### src/rtl/tcb_lib_arbitrated_multiplexer.sv
// rtl/tcb_lib_arbitrated_multiplexer.sv - fixed-priority N-to-1 TCB arbiter and multiplexer with delayed response routing
//
// Purpose:
//   IFN upstream managers share one downstream subordinate. A combinational
//   fixed-priority arbiter picks one requesting manager per cycle and its
//   request is forwarded downstream. Each response returns DLY cycles after
//   its request transfer and is routed back to the manager that was granted.
//
// Ports:
//   clk_i, rst_ni         clock (rising edge), asynchronous active-low reset
//   sub_vld_i/sub_rdy_o   upstream request handshake, one bit per manager
//   sub_wen_i/adr/ben/wdt upstream request fields, packed per manager
//   sub_rdt_o/sub_err_o   upstream response (read data broadcast, err routed)
//   man_vld_o/man_rdy_i   downstream request handshake
//   man_wen/adr/ben/wdt_o downstream request fields of the granted manager
//   man_rdt_i/man_err_i   downstream response
//   sel_o                 current grant index
module tcb_lib_arbitrated_multiplexer #(
  parameter  int unsigned DLY = 1,
  parameter  int unsigned ADR = 32,
  parameter  int unsigned DAT = 32,
  parameter  int unsigned IFN = 3,
  parameter  int unsigned IFL = $clog2(IFN),
  parameter  int unsigned PRI [IFN-1:0] = '{2, 1, 0},
  localparam int unsigned BEN = DAT/8
) (
  input  logic               clk_i,
  input  logic               rst_ni,
  input  logic [IFN-1:0]     sub_vld_i,
  output logic [IFN-1:0]     sub_rdy_o,
  input  logic [IFN-1:0]     sub_wen_i,
  input  logic [IFN*ADR-1:0] sub_adr_i,
  input  logic [IFN*BEN-1:0] sub_ben_i,
  input  logic [IFN*DAT-1:0] sub_wdt_i,
  output logic [IFN*DAT-1:0] sub_rdt_o,
  output logic [IFN-1:0]     sub_err_o,
  output logic               man_vld_o,
  input  logic               man_rdy_i,
  output logic               man_wen_o,
  output logic [ADR-1:0]     man_adr_o,
  output logic [BEN-1:0]     man_ben_o,
  output logic [DAT-1:0]     man_wdt_o,
  input  logic [DAT-1:0]     man_rdt_i,
  input  logic               man_err_i,
  output logic [IFL-1:0]     sel_o
);

  logic [IFL-1:0] gnt_sel;
  logic           rsp_vld;
  logic [IFL-1:0] rsp_sel;

  // Strict less-than keeps the lowest index among equal priorities.
  always_comb begin
    logic        found;
    int unsigned best;
    gnt_sel = '0;
    found   = 1'b0;
    best    = 0;
    for (int i = 0; i < IFN; i++) begin
      if (sub_vld_i[i] && (!found || (PRI[i] < best))) begin
        found   = 1'b1;
        best    = PRI[i];
        gnt_sel = IFL'(i);
      end
    end
  end

  assign sel_o     = gnt_sel;
  assign man_vld_o = |sub_vld_i;
  assign man_wen_o = sub_wen_i[gnt_sel];
  assign man_adr_o = sub_adr_i[gnt_sel*ADR +: ADR];
  assign man_ben_o = sub_ben_i[gnt_sel*BEN +: BEN];
  assign man_wdt_o = sub_wdt_i[gnt_sel*DAT +: DAT];

  // The granted index sees ready even when nobody requests (sel defaults to 0);
  // without a request no transfer happens, so this is harmless.
  always_comb begin
    sub_rdy_o          = '0;
    sub_rdy_o[gnt_sel] = man_rdy_i;
  end

  generate
    if (DLY == 0) begin : g_nodly
      assign rsp_vld = man_vld_o & man_rdy_i;
      assign rsp_sel = gnt_sel;
    end else begin : g_dly
      // Stage k holds {transfer happened, grant index} from k+1 cycles ago.
      logic [DLY-1:0] vld_q;
      logic [IFL-1:0] sel_q [DLY];
      logic           vld_d;

      assign vld_d = man_vld_o & man_rdy_i;

      always_ff @(posedge clk_i or negedge rst_ni) begin
        if (!rst_ni) begin
          vld_q <= '0;
          for (int k = 0; k < DLY; k++) begin
            sel_q[k] <= '0;
          end
        end else begin
          vld_q[0] <= vld_d;
          sel_q[0] <= gnt_sel;
          for (int k = 1; k < DLY; k++) begin
            vld_q[k] <= vld_q[k-1];
            sel_q[k] <= sel_q[k-1];
          end
        end
      end

      assign rsp_vld = vld_q[DLY-1];
      assign rsp_sel = sel_q[DLY-1];
    end
  endgenerate

  // Read data goes to everyone; only the owner of the response samples it.
  assign sub_rdt_o = {IFN{man_rdt_i}};

  always_comb begin
    sub_err_o = '0;
    if (rsp_vld) begin
      sub_err_o[rsp_sel] = man_err_i;
    end
  end

endmodule

### config.mk
export PLATFORM = sky130hd
export DESIGN_NAME = tcb_lib_arbitrated_multiplexer
export DESIGN_NICKNAME = d
export VERILOG_FILES = /design/src/rtl/tcb_lib_arbitrated_multiplexer.sv
export SDC_FILE = /design/constraint.sdc
export NUM_CORES = 1
export LEC_CHECK = 0
export ABC_AREA = 1
export CORE_AREA = 3 3 161 163
export CTS_BUF_LIST = sky130_fd_sc_hd__clkbuf_8
export DETAILED_ROUTE_END_ITERATION = 10
export DIE_AREA = 0 0 164 166
export DONT_BUFFER_PORTS = 1
export PLACE_DENSITY_LB_ADDON = 0.05
export SLEW_MARGIN = 15
export SYNTH_ARGS = -nofsm -noshare
export SYNTH_HDL_FRONTEND = slang
export SYNTH_SLANG_ARGS = --single-unit
### constraint.sdc
create_clock -name clk_i -period 1.4 [get_ports clk_i]
set_input_delay 0.21 -clock clk_i [delete_from_list [all_inputs] [get_ports clk_i]]
set_output_delay 0.21 -clock clk_i [all_outputs]
set_load 0.03 [all_outputs]
-- Yosys cells after proc, flatten, opt, wreduce, memory -nomap -nowiden
Index checks and enable logic that the tools add are counted.
- order comparisons: 5
- shift-type cells: 3
- multiplexer cells: 12
- bitwise logic cells: 3
- reductions and logical operators: 8
- operator list (kind ; count):
    $shiftx A96 B8 Y32 ; 2
    $lt A2 B32 Y1 const A ; 1
    $shiftx A12 B5 Y4 ; 1
    $mux W1 ; 7
    $and A3 B3 Y3 ; 2
    $lt A2 B3 Y1 const B ; 2
    $demux W1 S2 ; 2
    $ge A2 B1 Y1 const B ; 2
    $logic_and A1 B1 Y1 ; 4
    $mux W3 ; 1
    $reduce_or A3 Y1 ; 1
    $bmux W1 S2 ; 1
    $logic_not A1 Y1 ; 2
    $mux W2 ; 1
    $and A1 B1 Y1 ; 1
    $logic_or A1 B1 Y1 ; 1
- register bits after elaboration: 3
- input bits: 246
- output and inout bits: 174
- logic and storage cells: 33

-- Longest topological paths before layout
Gate-level depths: netlist of run 1.
- depth after elaboration: 13
- depth in mapped cells: 7
- mapped depth without buffers: 5

-- Least setup slack after synthesis of run 1
Ideal clock, no wire load.
- kind: input -> output
- start point: input sub_vld_i[1]
- end point: output sub_rdy_o[0]
- arrival: 1.170 ns
- data required time: 1.190 ns
- slack: 0.020 ns
- stages: 6
- path buffers: 2
- cell sequence: buf_4 > nor2_4 > nand2_2 > inv_2 > buf_4 > nor2_1
- longest elaborated chain between the ends: 11
- elaborated cells on any way between the ends: 15
- those cells by class: order compare (3); mux (6); bitwise (1); reduce/logical (5)
- RTL lines (item ; RTL line ; text):
    from (decl) ; 29 ; input logic [IFN-1:0] sub_vld_i,
    $logic_and A1 B1 Y1 * ; 60 ; if (sub_vld_i[i] && (!found || (PRI[i] < best))) begin
    $mux W1 ; 60 ;
    $lt A2 B32 Y1 / $logic_not A1 Y1 (equally long branches) ; 60 ;
    $logic_or A1 B1 Y1 * ; 60 ;
    $logic_and A1 B1 Y1 * ; 60 ;
    $mux W2 * ; 60 ;
    via sel_o[1] ; 45 ; output logic [IFL-1:0] sel_o
    $lt A2 B3 Y1 (not written as such) / $ge A2 B1 Y1 (equally long branches) ; 79 ; sub_rdy_o[gnt_sel] = man_rdy_i;
    $logic_and A1 B1 Y1 (not written as such) ; 79 ;
    $mux W1 (not written as such) ; 79 ;
    $demux W1 S2 * ; 79 ;
    $and A3 B3 Y3 (no line) * ; -- ;
    to (decl) ; 30 ; output logic [IFN-1:0] sub_rdy_o,
Mark *: on every way through the listed nets, which the timed path passes. The rest lies on a longest branch.

-- Final worst setup path of run 1
- start point: input sub_vld_i[1]
- end point: output man_wdt_o[11]
- longest elaborated chain between the ends: 7
- elaborated cells on any way between the ends: 10
- those cells by class: order compare (1); shift (1); mux (4); reduce/logical (4)
- RTL lines (item ; RTL line ; text):
    $logic_and A1 B1 Y1 * ; 60 ;
    $mux W1 ; 60 ;
    $lt A2 B32 Y1 / $logic_not A1 Y1 (equally long branches) ; 60 ;
    $logic_or A1 B1 Y1 ; 60 ;
    $logic_and A1 B1 Y1 ; 60 ;
    $mux W2 * ; 60 ;
    $shiftx A96 B8 Y32 * ; 73 ; assign man_wdt_o = sub_wdt_i[gnt_sel*DAT +: DAT];
    to (decl) ; 42 ; output logic [DAT-1:0] man_wdt_o,
Mark *: on every way between the ends. The rest lies on a longest branch, timed or not.

==> run summary, run 1 <==
CP Capture Type = output port
Hold EP = g_dly.vld_q
Leak Pwr = 2.18 nW
# DRC = 0
PwrDens = 501 nW/um^2
Worst Tran Pin Value = 328 ps
Chip height = 166 um
Met2 Usage GRT = 17.7%
Share of the synthesized area in the top cell type = 25.8%
Hpwl dp = 10.8 mm
Yosys top cell by area = nand2_1
CP Max Fanout = 71
Synth area leaders = nand2_1, buf_4, nand3_1
Post-synthesis sequential area ratio = 2.45%
CP arrival = 1120 ps
Post-route antenna net violation count = 0
Crit path launch type = input port
Overall power = 1.69 mW
Core area = 24500 um^2
Met3 Use GR = 2.05%
Synth warnings = 0
Fin crit period = 1330 ps
Highest-count cells in the layout ignoring fill and taps = nand2_1, inv_1, nand3_1, buf_4, buf_12
DR vias = 3398
Port bufs = 0
Initial Util = 12.5%
Post-layout util = 13.8%
GRT busiest layer = met2
Post-synthesis area per instance = 4.80 um^2
Drt total wl = 13.0 mm
Run status = finished clean
Hold Path Stages = 2
Post-synthesis register bit count = 3
Crit path kind = input port to output port
Final Cell Area = 3380 um^2
Synthesized area = 3070 um^2
CTS tree = yes
Netlist cell types = 13
Fin worst setup slack = 69.3 ps
HP Class = input port to flop
First-pass GRT wire length = 19.2 mm
Min-delay src = sub_vld_i[2]
Die Span X = 164 um
RSZ-0062 raised after global routing = no
Vias per cell = 3.68
DRT Pass-1 Iters = 4
Sink Count = 3
Fin crit share = 95.0%
Max-capacitance violation count = 0
Commonest non-fill, non-tap cell in the layout = nand2_1
DP Area = 3320 um^2
CTS root buf = clkbuf_8
Clk buf depth = 2
Mapped Cells = 639
Place WS = 41.1 ps
Required @ worst endpoint = 1190 ps
Share of cells above drive strength 1 = 15.9%
Met1 Use GR = 8.83%
Setup TNS = 0 ps
Final setup viols = 0
CTS clk-pin slew, worst paths = 30 ps
Number of buffers created by CTS = 3
Site Rows = 57
Number of H-tree levels = 1
Grt ovf = 0
Area grow syn2layout = 10.1%
Post-CTS setup buffer count = 0
Max-slew violation count = 0
Initial antenna violation count = 0
Peak VDD IR = 208 uV
Gr usage total = 8.73%
Maximum clock rate = 0.752 GHz
Vias in the first global route = 3471
Largest net degree at the start of global routing = 72
Die ar. = 27200 um^2
Detailed Route Iter0 Violations = 146
Final hold violation count = 0
Slew margin rel. = 78.1%
Antenna Diode Count = 0
RePlAce Congestion = 0.747
Syn nets = 885
Boundary Pins = 420
Routed len/inst = 14.0 um
Layout Nets = 846
[how the worst max path moves through the flow]
| stage | start | end | slack (ps) | cells after the start |
|---|---|---|---|---|
| 2_1_floorplan | sub_vld_i[1] | sub_rdy_o[0] | 20 | 6 |
| 3_3_place_gp | sub_vld_i[1] | man_wdt_o[3] | 40 | 6 |
| 6_report | sub_vld_i[1] | man_wdt_o[11] | 70 | 8 |
| 3_5_place_dp | sub_vld_i[1] | man_wdt_o[3] | 40 | 6 |
| 4_1_cts | sub_vld_i[1] | man_wdt_o[3] | 40 | 6 |
| 5_1_grt | sub_vld_i[1] | man_wdt_o[30] | 4 | 8 |
[synth_stat cells, drive strengths merged]
library cell and n:
buf 122, clkbuf 10, inv 144, dfrtp 3, a21oi 1, nor2 7, nand3 138, nand3b 1
nand2 213
[cell families (layout without fill, tap and decap cells)]
logic type             count (synthesis)  after routing  share of synthesized area (%)
AOI/OAI and AO/OA                      1              1                          0.163
DFF                                    3              3                           2.45
and+or+nand+nor                      359            359                           50.1
buffers and inverters                276            236                           47.3
[metrics by stage]
stage          std cells  hold slack (ps)
2_1_floorplan        639            -85.6
6_report             923              160
5_1_grt              923              177
4_1_cts              923              156
3_5_place_dp         918            -85.4
3_3_place_gp         918            -85.4
[sequential cells by signal (all words and copies together), names as in the netlist]
| register | cells |
|---|---|
| g_dly.vld_q | 1 |
| g_dly.sel_q | 2 |
[per-layer routing]
metal	share of wire, %	wire, um	vias to the layer above
met5	0	0	-
met4	1.7	225	0
met3	9.0	1170	35
met2	53	6940	177
met1	36	4640	1485
li1	-	-	1701
[worst max-delay path, cell delays in order]
cell and delay [ps]:
nor2_4 110, nand2_2 80, inv_2 110, buf_12 140
buf_12 150, nand2_1 60, nand2_1 70, buf_4 150
[final cells by class]
cell class | count | area, um^2
fillers | 2994 | 21100
multi-input cells | 360 | 1540
repair buffers | 88 | 771
inverters | 144 | 541
well taps | 324 | 405
flip-flops and latches | 3 | 75.1
clock buffers | 3 | 41.3
clock inverters | 1 | 3.75
[timing repair]
item,in CTS,in global routing
hold buffers,1,0
endpoints found under the hold margin,3,0
setup endpoints to repair,0,15
resized for setup,0,2
[report_power, final]
part | switching (mW) | internal, mW | leakage, nW | total [mW]
registers | 0.00211 | 0.0918 | 0.0383 | 0.0939
logic | 0.874 | 0.489 | 2.11 | 1.36
clock network | 0.0495 | 0.186 | 0.0269 | 0.235
No activity file was read; power rests on OpenSTA's default activity.
==> run 2, diff against run 1 <==
clock period = 1.3 ns   (was 1.4 ns; I/O delays follow)
==> run 2 against run 1 <==
The flow now finishes with violations (setup timing). Worst hold slack got worse by 25 ps. Count of clock-buffer cells in the layout unchanged. Design area increased by 6.1%. Global-route usage decreased by 0.46 points. Setup slack got worse by 79 ps. Via count increased by 1.0%. Clock power increased by 14%. Sequential power increased by 8%. Sequential share of layout area decreased by 0.13 points. Die area unchanged. Largest cell class unchanged. Largest power group unchanged. Highest routed layer unchanged.
==> run summary, run 2 (synthesis gave the netlist of run 1 again) <==
Run status = finished, violations left
Layout Nets = 846 (unchanged)
Fin crit share = 101%
Routed len/inst = 14.8 um (+5.1%)
Die Span X = 164 um (unchanged)
Worst Setup EP = man_wdt_o[2]
Pint = 0.861 mW (+12%)
Worst Tran Pin Value = 312 ps (-15.7 ps)
DP Area = 3340 um^2 (+0.68%)
Post-route antenna net violation count = 0 (unchanged)
CP startpoint = sub_vld_i[1]
Top reg by flops = g_dly.sel_q
Fin worst setup slack = -9.36 ps (-78.7 ps)
Non-Filler Instances = 923 (unchanged)
DR vias = 3432 (+1.0%)
Core area = 24500 um^2 (unchanged)
Highest-count cells in the layout ignoring fill and taps = nand2_1, inv_1, nand3_1, buf_4
Failing checks = setup timing
Chip height = 166 um (unchanged)
Boundary Pins = 420 (unchanged)
Number of H-tree levels = 1 (unchanged)
Port bufs = 0 (unchanged)
Required @ worst endpoint = 1110 ps (-80 ps)
First-pass GRT wire length = 18.4 mm (-4.3%)
Clk buf depth = 2 (unchanged)
Site Rows = 57 (unchanged)
Share of cells above drive strength 1 = 18.5% (+2.7 points)
Final setup viols = 2 (+2)
Biggest regs = g_dly.sel_q (2), g_dly.vld_q (1)
Worst hold slack = 135 ps (-24.7 ps)
Fill cells = 2953 (-1.4%)
Vias in the first global route = 3554 (+2.4%)
Switch Pwr = 1.04 mW (+13%)
Antenna Diode Count = 0 (unchanged)
# DRC = 0 (unchanged)
Peak VDD IR = 275 uV (+32%)
Hpwl dp = 10.3 mm (-4.4%)
Area grow syn2layout = 16.8%
Initial antenna violation count = 0 (unchanged)
Dpl cells = 913 (-0.54%)
DRT Pass-1 Iters = 4 (unchanged)
CP Capture Type = output port
CP arrival = 1110 ps (about the same)
Post-layout util = 14.7% (+0.84 points)
Grt ovf = 0 (unchanged)
Largest register FFs = 2 (unchanged)
Number of buffers created by CTS = 3 (unchanged)
Gr usage total = 8.28% (-0.46 points)
Slowest CP cell = clkbuf_16
Post-CTS setup buffer count = 0 (unchanged)
CTS tree = yes
Vias per cell = 3.72 (+1.0%)
Leak Pwr = 2.26 nW (+3.6%)
Initial Util = 12.5% (unchanged)
Fin crit period = 1310 ps
CP max stage delay = 180 ps (+30 ps)
Final hold violation count = 0 (unchanged)
Largest net degree at the start of global routing = 72 (unchanged)
Die ar. = 27200 um^2 (unchanged)
Drt total wl = 13.6 mm (+5.1%)
Switching Share = 54.8% (+0.10 points)
HP Class = input port to flop
Crit path launch type = input port
CTS root buf = clkbuf_8
PwrDens = 532 nW/um^2 (+6.1%)
Max-slew violation count = 0 (unchanged)
Slew margin rel. = 79.1% (+1.0 points)
Max-capacitance violation count = 0 (unchanged)
CTS clk-pin slew, worst paths = 30 ps (about the same)
Worst path cell trace = nor2_4 -> nand2_4 -> buf_6 -> clkbuf_16 -> nand3_1 -> nand2_1 -> buf_4
Clk pwr share = 14.0% (about the same)
Final Cell Area = 3580 um^2 (+6.1%)
Commonest non-fill, non-tap cell in the layout = nand2_1
Maximum clock rate = 0.764 GHz
Gate power share = 80.7% (+0.2 points)
RePlAce Congestion = 0.687 (-8.0%)
CP Max Fanout = 71 (unchanged)
Crit path kind = input port to output port
Sink Count = 3 (unchanged)
Sequential power share = 5.3% (-0.2 points)
Detailed Route Iter0 Violations = 85 (-42%)
RSZ-0062 raised after global routing = yes
==> run 2: worst min path at each step <==
stage	cells after the start	start	slack (ps)	end
detailed placement	0	rst_ni	-100	g_dly.sel_q[0]
global placement	0	rst_ni	-100	g_dly.sel_q[0]
CTS	2	sub_vld_i[2]	130	g_dly.vld_q
global route	2	sub_vld_i[2]	150	g_dly.vld_q
floorplan	0	rst_ni	-100	g_dly.sel_q[0]
finish	2	sub_vld_i[2]	140	g_dly.vld_q
==> run 2: cell type report <==
| cell class | instances | area, um^2 | area share [%] |
|---|---|---|---|
| inverter | 144 | 546 | 15.2 |
| timing repair buffer | 88 | 900 | 25.1 |
| clock inverter | 1 | 3.75 | 0.105 |
| multi-input combinational | 360 | 1610 | 45.0 |
| tap | 324 | 405 | 11.3 |
| sequential | 3 | 75.1 | 2.09 |
| clock buffer | 3 | 41.3 | 1.15 |
==> run 2: per-stage QoR <==
stage | power [mW] | setup WS, ps | TNS, ps
floorplan | 1.66 | -49.8 | -49.8
global placement | 1.62 | -21.8 | -35.9
detailed placement | 1.60 | -15.3 | -17.8
CTS | 1.89 | 12.6 | 0
global route | 2.07 | -10.3 | -13.3
finish | 1.91 | -9.36 | -11.7
==> run 2: critical path: cells and delay by family <==
family	cells	cell delay, ps
buffers and inverters	3	480
and+or+nand+nor	4	390
==> run 2: power by group through the flow <==
| stage | Combinational (mW) | Clock, mW | Sequential [mW] |
|---|---|---|---|
| 2_1_floorplan | 1.56 | 0 | 0.102 |
| 3_3_place_gp | 1.51 | 0 | 0.102 |
| 3_5_place_dp | 1.49 | 0 | 0.102 |
| 4_1_cts | 1.50 | 0.280 | 0.101 |
| 5_1_grt | 1.68 | 0.294 | 0.102 |
| 6_report | 1.54 | 0.267 | 0.101 |
==> run 2: layer usage <==
layer  track usage [%]  vias up  routed length (um)
met4              2.06        0                 252
met1              8.57     1508                5080
met2              16.4      187                7120
met5                 0        -                   0
li1                  -     1703                   -
met3              1.95       34                1180
==> run 2: timing repair <==
action | in CTS | in global routing
endpoints found under the hold margin | 3 | 0
cloned | 0 | 5
setup endpoints to repair | 2 | 36
hold buffers | 1 | 0
resized for setup | 2 | 13
==> run 3, diff against run 2 <==
ABC_CLOCK_PERIOD_IN_PS = 1300   (was default)
==> results of run 3 <==
Final layout, timing and power as in run 2 (identical DEF).
